File: src/rtl/hazard_ctrl.sv
// ---------------------------------------------------------------------------
// hazard_ctrl
//
// Hazard unit for a five-stage in-order pipeline (F/D/E/M/W). It does four
// things:
//   * Operand forwarding into Execute from the Memory and Writeback stages.
//   * Load-use detection: it holds Fetch/Decode and bubbles Execute.
//   * Control-hazard flushing when a branch/jump resolves taken in Execute.
//   * Data-memory wait handling. The Memory stage raises a request and waits
//     for an acknowledge. While it waits, the whole front of the pipeline is
//     frozen. A bounded wait counter aborts the access after TIMEOUT cycles
//     and sets a sticky error flag.
//
// Memory handshake (MemReqM / MemReadyM):
//   MemReqM is held high by the Memory stage for as long as its access is
//   outstanding. The access completes in the cycle in which MemReqM and
//   MemReadyM are both high. Every cycle with MemReqM high and MemReadyM low
//   is a wait cycle, unless that cycle is the abort cycle. Dropping MemReqM
//   while waiting ends the wait without a timeout.
//
// Parameters:
//   TIMEOUT       number of wait cycles before abort, 1..255
//
// Ports:
//   clk           clock; all state updates happen on the rising edge
//   reset         synchronous, active-high reset
//   Rs1D, Rs2D    source registers of the instruction in Decode
//   Rs1E, Rs2E    source registers of the instruction in Execute
//   RdE           destination register of the instruction in Execute
//   ResultSrcE    result select in Execute; 2'b01 marks a load
//   PCSrcE        taken branch/jump resolved in Execute
//   RdM, RegWriteM  Memory-stage destination register and write enable
//   RdW, RegWriteW  Writeback-stage destination register and write enable
//   MemReqM       data-memory access outstanding in Memory
//   MemReadyM     data-memory acknowledge
//   StallF..StallM  hold the corresponding pipeline register
//   FlushD/E/W    load a bubble into the corresponding pipeline register
//   ForwardAE/BE  ALU operand select: 00 RF, 10 from M, 01 from W
//   MemTimeout    sticky memory-abort flag, cleared only by reset
//   StallCycles   saturating count of cycles with StallF high
//   FlushCount    saturating count of branch flushes
//   dbg_state     current FSM state (0 = RUN, 1 = MEM_WAIT)
//   dbg_wait_cnt  current memory wait counter
// ---------------------------------------------------------------------------
module hazard_ctrl #(
   parameter int unsigned TIMEOUT = 255
) (
   input  logic        clk,
   input  logic        reset,
   input  logic [4:0]  Rs1D,
   input  logic [4:0]  Rs2D,
   input  logic [4:0]  Rs1E,
   input  logic [4:0]  Rs2E,
   input  logic [4:0]  RdE,
   input  logic [1:0]  ResultSrcE,
   input  logic        PCSrcE,
   input  logic [4:0]  RdM,
   input  logic        RegWriteM,
   input  logic [4:0]  RdW,
   input  logic        RegWriteW,
   input  logic        MemReqM,
   input  logic        MemReadyM,
   output logic        StallF,
   output logic        StallD,
   output logic        StallE,
   output logic        StallM,
   output logic        FlushD,
   output logic        FlushE,
   output logic        FlushW,
   output logic [1:0]  ForwardAE,
   output logic [1:0]  ForwardBE,
   output logic        MemTimeout,
   output logic [15:0] StallCycles,
   output logic [15:0] FlushCount,
   output logic        dbg_state,
   output logic [7:0]  dbg_wait_cnt
);

   // FSM encoding
   localparam logic [0:0] RUN      = 1'b0;
   localparam logic [0:0] MEM_WAIT = 1'b1;

   localparam logic [7:0]  TIMEOUT_C = 8'(TIMEOUT);
   localparam logic [15:0] CNT_MAX   = 16'hFFFF;

   localparam logic [1:0] FWD_RF = 2'b00;
   localparam logic [1:0] FWD_M  = 2'b10;
   localparam logic [1:0] FWD_W  = 2'b01;

   logic [0:0]  state;
   logic [0:0]  state_nxt;
   logic [7:0]  wait_cnt;
   logic [7:0]  wait_cnt_nxt;

   logic        abort;
   logic        mem_stall;
   logic        lw_stall;
   logic        branch_flush;

   // -------------------------------------------------------------------------
   // Forwarding. The youngest producer (Memory) wins over Writeback. x0 is
   // never forwarded because it is hard-wired to zero in the register file.
   // -------------------------------------------------------------------------
   function automatic logic [1:0] fwd_sel(
      input logic [4:0] rs,
      input logic [4:0] rd_m,
      input logic       we_m,
      input logic [4:0] rd_w,
      input logic       we_w
   );
      logic [1:0] sel;
      sel = FWD_RF;
      if (we_m && (rd_m != 5'd0) && (rd_m == rs)) begin
         sel = FWD_M;
      end else if (we_w && (rd_w != 5'd0) && (rd_w == rs)) begin
         sel = FWD_W;
      end
      return sel;
   endfunction

   // -------------------------------------------------------------------------
   // Hazard detection
   // -------------------------------------------------------------------------

   // The abort cycle is the one in which the counter has already reached
   // TIMEOUT and memory still has not acknowledged. A late acknowledge that
   // arrives on that same cycle completes the access normally.
   assign abort = (state == MEM_WAIT) && MemReqM && !MemReadyM &&
                  (wait_cnt == TIMEOUT_C);

   // The memory stall releases in the same cycle as the acknowledge or the
   // abort, so the pipeline advances without an extra bubble.
   assign mem_stall = MemReqM && !MemReadyM && !abort;

   assign lw_stall = (ResultSrcE == 2'b01) && (RdE != 5'd0) &&
                     ((RdE == Rs1D) || (RdE == Rs2D));

   // A frozen pipeline must not act on a branch. The branch is still in
   // Execute after the release and is acted on at that point.
   assign branch_flush = PCSrcE && !mem_stall;

   // -------------------------------------------------------------------------
   // Output decode. Reset forces a clean pipeline: nothing is held and every
   // stage register is bubbled.
   // -------------------------------------------------------------------------
   always_comb begin
      StallF    = 1'b0;
      StallD    = 1'b0;
      StallE    = 1'b0;
      StallM    = 1'b0;
      FlushD    = 1'b1;
      FlushE    = 1'b1;
      FlushW    = 1'b1;
      ForwardAE = FWD_RF;
      ForwardBE = FWD_RF;
      if (!reset) begin
         ForwardAE = fwd_sel(Rs1E, RdM, RegWriteM, RdW, RegWriteW);
         ForwardBE = fwd_sel(Rs2E, RdM, RegWriteM, RdW, RegWriteW);
         StallF    = mem_stall || lw_stall;
         StallD    = mem_stall || lw_stall;
         StallE    = mem_stall;
         StallM    = mem_stall;
         FlushD    = branch_flush;
         // A load-use bubble into Execute is suppressed while memory stalls.
         // Execute is held in that case, so no bubble is needed.
         FlushE    = branch_flush || (lw_stall && !mem_stall);
         // Writeback gets a bubble while Memory is held. It also gets one on
         // the abort cycle, so that the failed access never retires.
         FlushW    = mem_stall || abort;
      end
   end

   // -------------------------------------------------------------------------
   // Memory wait FSM
   // -------------------------------------------------------------------------
   always_comb begin
      state_nxt    = state;
      wait_cnt_nxt = wait_cnt;
      case (state)
         RUN: begin
            if (mem_stall) begin
               state_nxt    = MEM_WAIT;
               wait_cnt_nxt = 8'd1;
            end else begin
               wait_cnt_nxt = 8'd0;
            end
         end
         MEM_WAIT: begin
            if (mem_stall) begin
               // The count cannot pass TIMEOUT (max 255). The abort fires at
               // TIMEOUT and leaves this state.
               wait_cnt_nxt = wait_cnt + 8'd1;
            end else begin
               // Acknowledge, abort or withdrawn request
               state_nxt    = RUN;
               wait_cnt_nxt = 8'd0;
            end
         end
         default: begin
            state_nxt    = RUN;
            wait_cnt_nxt = 8'd0;
         end
      endcase
   end

   always_ff @(posedge clk) begin
      if (reset) begin
         state    <= RUN;
         wait_cnt <= 8'd0;
      end else begin
         state    <= state_nxt;
         wait_cnt <= wait_cnt_nxt;
      end
   end

   // The sticky error flag. Reset has priority, so resetting on the abort
   // cycle itself leaves the flag clear.
   always_ff @(posedge clk) begin
      if (reset) begin
         MemTimeout <= 1'b0;
      end else if (abort) begin
         MemTimeout <= 1'b1;
      end
   end

   // -------------------------------------------------------------------------
   // Performance counters (saturating)
   // -------------------------------------------------------------------------
   always_ff @(posedge clk) begin
      if (reset) begin
         StallCycles <= 16'd0;
         FlushCount  <= 16'd0;
      end else begin
         if (StallF && (StallCycles != CNT_MAX)) begin
            StallCycles <= StallCycles + 16'd1;
         end
         if (branch_flush && (FlushCount != CNT_MAX)) begin
            FlushCount <= FlushCount + 16'd1;
         end
      end
   end

   assign dbg_state    = state[0];
   assign dbg_wait_cnt = wait_cnt;

endmodule

File: config.mk
export PLATFORM = sky130hd
export DESIGN_NAME = hazard_ctrl
export DESIGN_NICKNAME = d
export VERILOG_FILES = /design/src/rtl/hazard_ctrl.sv
export SDC_FILE = /design/constraint.sdc
export NUM_CORES = 1
export LEC_CHECK = 0
export CORE_MARGIN = 1.5
export CORE_UTILIZATION = 40
export CTS_BUF_LIST = sky130_fd_sc_hd__clkbuf_8
export CTS_CLUSTER_SIZE = 24
export DETAILED_ROUTE_END_ITERATION = 8
export GPL_TIMING_DRIVEN = 0
export PLACE_DENSITY = 0.75
export SLEW_MARGIN = 30
export SYNTH_ARGS = -nofsm -noshare
export SYNTH_HDL_FRONTEND = slang
export SYNTH_SLANG_ARGS = --single-unit
File: constraint.sdc
create_clock -name clk -period 2.7 [get_ports clk]
set_input_delay 0.27 -clock clk [delete_from_list [all_inputs] [get_ports clk]]
set_output_delay 0.27 -clock clk [all_outputs]
set_load 0.01 [all_outputs]
; Word level (Yosys, flattened, before mapping)
; Index checks and enable logic that the tools add are counted.
[word_totals]
regBits = 42
inputBits = 44
wordCells = 61
[op_classes]
addsub = 3
n_eq_ne = 10
mux = 15
bitwise_logic = 1
n_reduce_logical = 27
[op_table]
columns = op, n
row1 = "16-bit by 1-bit adder with 16-bit output, second input constant", 2
row2 = "16-bit != test, second input constant", 2
row3 = 5-bit equality test, 6
row4 = 1-bit logical AND, 17
row5 = 8-bit one-hot mux with 2 select lines, 1
row6 = 5-bit nonzero test, 3
row7 = 1-bit 2-to-1 mux, 9
row8 = "8-bit by 1-bit adder with 8-bit output, second input constant", 1
row9 = "8-bit equality test, second input constant", 1
row10 = 2-bit 2-to-1 mux, 4
row11 = 8-bit 2-to-1 mux, 1
row12 = 1-bit logical OR, 4
row13 = 1-bit zero test, 3
row14 = "2-bit by 1-bit equality test with 1-bit output, second input constant", 1
row15 = 1-bit inverter, 1

; Logic depth before layout (Yosys ltp)
[depth]
word_depth = 9
depth_mapped = 9

; Worst setup path before layout
; Ideal clock, no wire load.
[synth_path]
path_kind = reg-to-reg
from = reg StallCycles[0]
to = reg StallCycles[1]
setup_time_ps = 128
t_arrival_ps = 1864
slack_ps = 709
path_stages_with_launch = 10
n_path_buf = 2
cell_sequence = dfxtp_1 -> ha_1 -> nand4_1 -> nor4_1 -> nor2_1 -> a21oi_4 -> buf_6 -> buf_8 -> mux2i_1 -> nor2_1
[synth_between]
elab_chain_cells = 2
[synth_rtl]
columns = item, line
row1 = "start, declared", 73  ; output logic [15:0] StallCycles,
row2 = "start signal, assigned", 235  ; StallCycles <= StallCycles + 16'd1;
row3 = "parallel branches: the longest is 2 deep, another holds 16-bit by 1-bit adder with 16-bit output", --
; Parallel ways; which one is timed is not known.
; A chain may end at the register's enable or synchronous reset.

; Worst setup path in the final report
[layout_path]
from = in RdM[1]
to = out ForwardAE[1]
[layout_between]
elab_chain_cells = 5
[layout_rtl]
columns = item, line
row1 = "start, declared", 57  ; input logic [4:0] RdM,
row2 = 5-bit nonzero test, 113  ; if (we_m && (rd_m != 5'd0) && (rd_m == rs)) begin
row3 = 1-bit logical AND, 113
row4 = 1-bit logical AND *, 113
row5 = 2-bit 2-to-1 mux *, 113
row6 = 2-bit 2-to-1 mux *, 156  ; if (!reset) begin
row7 = "end, declared", 70  ; output logic [1:0] ForwardAE,
; Mark *: on every way between the ends. The rest lies on a longest branch, timed or not.

==> flow_summary.ini <==
[yosys]
yosys.area_share.simple_pct = 28.4
synth-seq-cells = 42
syn-cell-area_um2 = 2420
synth_top_family_by_area = simple AND/OR/NAND/NOR gates
synth.distinct_cells = 40
synth_top_cell_area_share_pct = 34.8
yosysSeqAreaShare_pct = 34.8
syn_avg_cell_area_um2 = 8.34
synthAdderAreaFrac_pct = 1.55
synth_area_leader_cell = dfxtp_1
ys_warn_count = 0
synth_compound_area_share_pct = 13.3
muxShareOfSynthArea_pct = 0.828
yosys-top-cells-area = dfxtp_1, xnor2_1, xor2_1, nor2_1, a21oi_1
syn-num-nets = 337
synthXorXnorAreaFrac_pct = 17.7
netlist_instances = 290

[timing]
skew_ns = 0.0147
max_slew_margin_pct = 64.5
post-route-period-util_pct = 95.7
hold_viol = 0
layout_setup_ws_ns = 0.116
tns_ns = 0
maxSlewViolCount = 0
setup_viol = 0
worstMarginPinSlew_ns = 0.533
period_needed_ns = 2.58
fmax_ghz = 0.387
rsz0062_at_grt = false

[worst_setup_path]
cp_max_fo = 3
crit_slowest_cell = or4_1
cp-end-kind = output port
cpPeakStageDelay_ns = 0.57
worstSetupPathType = primary input to output port
required_ns = 2.43
r2r_slack_ns = 0.34
crit-reg2reg-launch = StallCycles[0]
cp.buffers_inverters = 4
start_kind = primary input
worstReg2RegEnd = StallCycles[1]
worst-r2r-cell-count = 9
path_cells = clkdlybuf4s50_1 -> or4_1 -> o21ai_2 -> buf_4 -> buf_4 -> nor4_1 -> clkdlybuf4s50_1
arrival_ns = 2.31
cp_top_family = buffers and inverters

[floorplanning]
die_area_um2 = 6520
core_area_um2 = 5890
initial_core_util_pct = 41.1
ios = 97
rows = 28
die_x_um = 80.8
die_height_um = 80.8

[detailed_routing]
postRouteAntennaNets = 0
drc = 0
drtPass1Iterations = 4
via_per_inst = 5.32
routedWlPerCell_um = 13.7
drt-total-wl_um = 6490
drtIter0Drc = 75
dr_total_vias = 2509

[cells_and_area]
syn2layout_area_growth_pct = 50.2
diodes = 0
multiInputGateArea_um2 = 1530
seqCellArea_um2 = 841
fillCellCount = 540
drive_gt1_share_pct = 7.30
fin_nets = 443

[clock_tree]
path_clk_slew_ns = 0.08
clockBufferDepth = 2
clock_latency_ns = 0.30
root_buffer = clkbuf_8
htree_levels = 2
clock_sinks = 42
cts_made_buffers = 5
cts_tree = built

[place]
portBuffers = 95
globalplace.congestion = 0.832
hpwl_um = 4990
dp_slack_ns = -0.247

[global_routing]
grt.overflow.total = 0
grt_start_max_net_pins = 16
antenna_found_initial = 0
grt_pass1_wl_um = 10500
grt_use_total_pct = 20.1
first_global_vias = 2329

[worst_hold_path]
holdPathStages = 2
hold_end = StallCycles[12]
hp-class = primary input to flop
holdCritStartpoint = reset

[job]
maxCapViolCount = 0

[power_and_ir_drop]
ir_worst_vdd_mv = 0.190
p_leak_uw = 0.00124
cellPowerDensity_nw_per_um2 = 355

[status]
outcome = complete, no violations
==> routing by layer <==
| metal | routed length, um | vias up | global-route usage (%) |
|---|---|---|---|
| met5 | 0 | - | 0 |
| met4 | 99 | 0 | 5.86 |
| met3 | 252 | 9 | 3.15 |
| met2 | 3160 | 65 | 35.0 |
| met1 | 2980 | 1196 | 25.6 |
| li1 | - | 1239 | - |
==> synthesized netlist by cell type (all sizes together) <==
cell / number
ha: 3
xor2: 24
a2111oi: 2
or2: 4
o31ai: 3
inv: 5
nor3: 6
dfxtp: 42
or3: 12
o21bai: 1
or4: 7
nor2b: 3
a21o: 1
nor4: 5
o22ai: 1
nand4: 14
mux2i: 2
nand2: 18
or4b: 1
o21a: 1
xnor2: 25
nand3: 18
clkbuf: 6
nor2: 32
and2: 3
a21oi: 20
and3: 4
a211oi: 3
buf: 4
and4: 4
o21ai: 16
==> sequential cells by signal (all words and copies together), names as in the netlist <==
signal and count:
dbg_state 1, StallCycles 16, FlushCount 16, dbg_wait_cnt 8, MemTimeout 1
==> how the worst max path moves through the flow <==
stage	endpoint	cells past startpoint	startpoint
floorplan	StallCycles[1]	9	StallCycles[0]
global placement	ForwardAE[0]	6	RdM[1]
detailed placement	ForwardAE[0]	6	RdM[1]
CTS	StallM	6	dbg_wait_cnt[0]
global route	StallF	7	dbg_wait_cnt[0]
finish	ForwardAE[1]	7	RdM[1]
==> report_power, final <==
group | internal, uW | leakage, uW | switching [uW]
clock network | 185 | 0.0000408 | 234
logic | 133 | 0.000856 | 102
registers | 625 | 0.000339 | 9.74
total | 943 | 0.00124 | 345
==> repair_timing <==
action,in CTS,in global routing
pin swaps,1,3
endpoints found under the setup margin,3,3
buffers inserted,1,3
hold buffers,0,0
resized for setup,4,10
==> cells by family after synthesis <==
family | count (synthesis)
AO/OA/AOI/OAI | 48
XOR/XNOR | 49
adder cells (fa/ha/maj) | 3
buffers and inverters | 15
flip-flops | 42
multiplexers | 2
AND/OR/NAND/NOR | 131
==> through the flow <==
stage	utilization (%)	hold slack, ns	std cells	area, um2	power (uW)
after floorplan	-	0.503	290	2420	751
after global placement	58.8	0.453	460	3460	869
after detailed placement	58.8	0.483	460	3460	872
after CTS	60.7	0.326	469	3570	1290
after global routing	61.7	0.378	472	3630	1340
final	61.7	0.328	472	3630	1290
==> cell usage in the layout (no fill, tap or decap), types with 2 or more instances in the layout <==
master / count
or3_1: 12
and2_1: 3
o21ai_1: 2
clkinvlp_4: 2
dfxtp_1: 42
a211oi_1: 2
nand2_1: 18
nor2b_1: 3
mux2i_1: 2
clkbuf_1: 6
xnor2_1: 25
a21oi_1: 18
inv_1: 5
and4_1: 4
or4_1: 6
nand4_1: 14
buf_4: 6
and3_1: 4
o21ai_2: 2
or2_2: 3
o21ai_0: 11
nand3_1: 18
xor2_1: 24
dlymetal6s2s_1: 5
nor4_1: 5
a21oi_4: 2
clkbuf_8: 5
clkdlybuf4s50_1: 89
nor3_1: 6
o31ai_1: 3
ha_1: 3
nor2_1: 32
==> layout make-up <==
class	instances	share of cell area, %
multi-input combinational	233	42.1
sequential	42	23.1
clock buffer	5	1.89
inverter	5	0.517
clock inverter	3	0.654
tap	75	2.58
buffer	10	1.76
timing repair buffer	99	27.3
==> worst reg2reg max path: cells and delay by family (launching register included) <==
family,cells,cell delay [ns]
multiplexers,1,0.17
AND/OR/NAND/NOR,4,0.80
flip-flops,1,0.44
AO/OA/AOI/OAI,1,0.30
buffers and inverters,2,0.32
adder cells (fa/ha/maj),1,0.22
(Power assumes the default switching activity.)
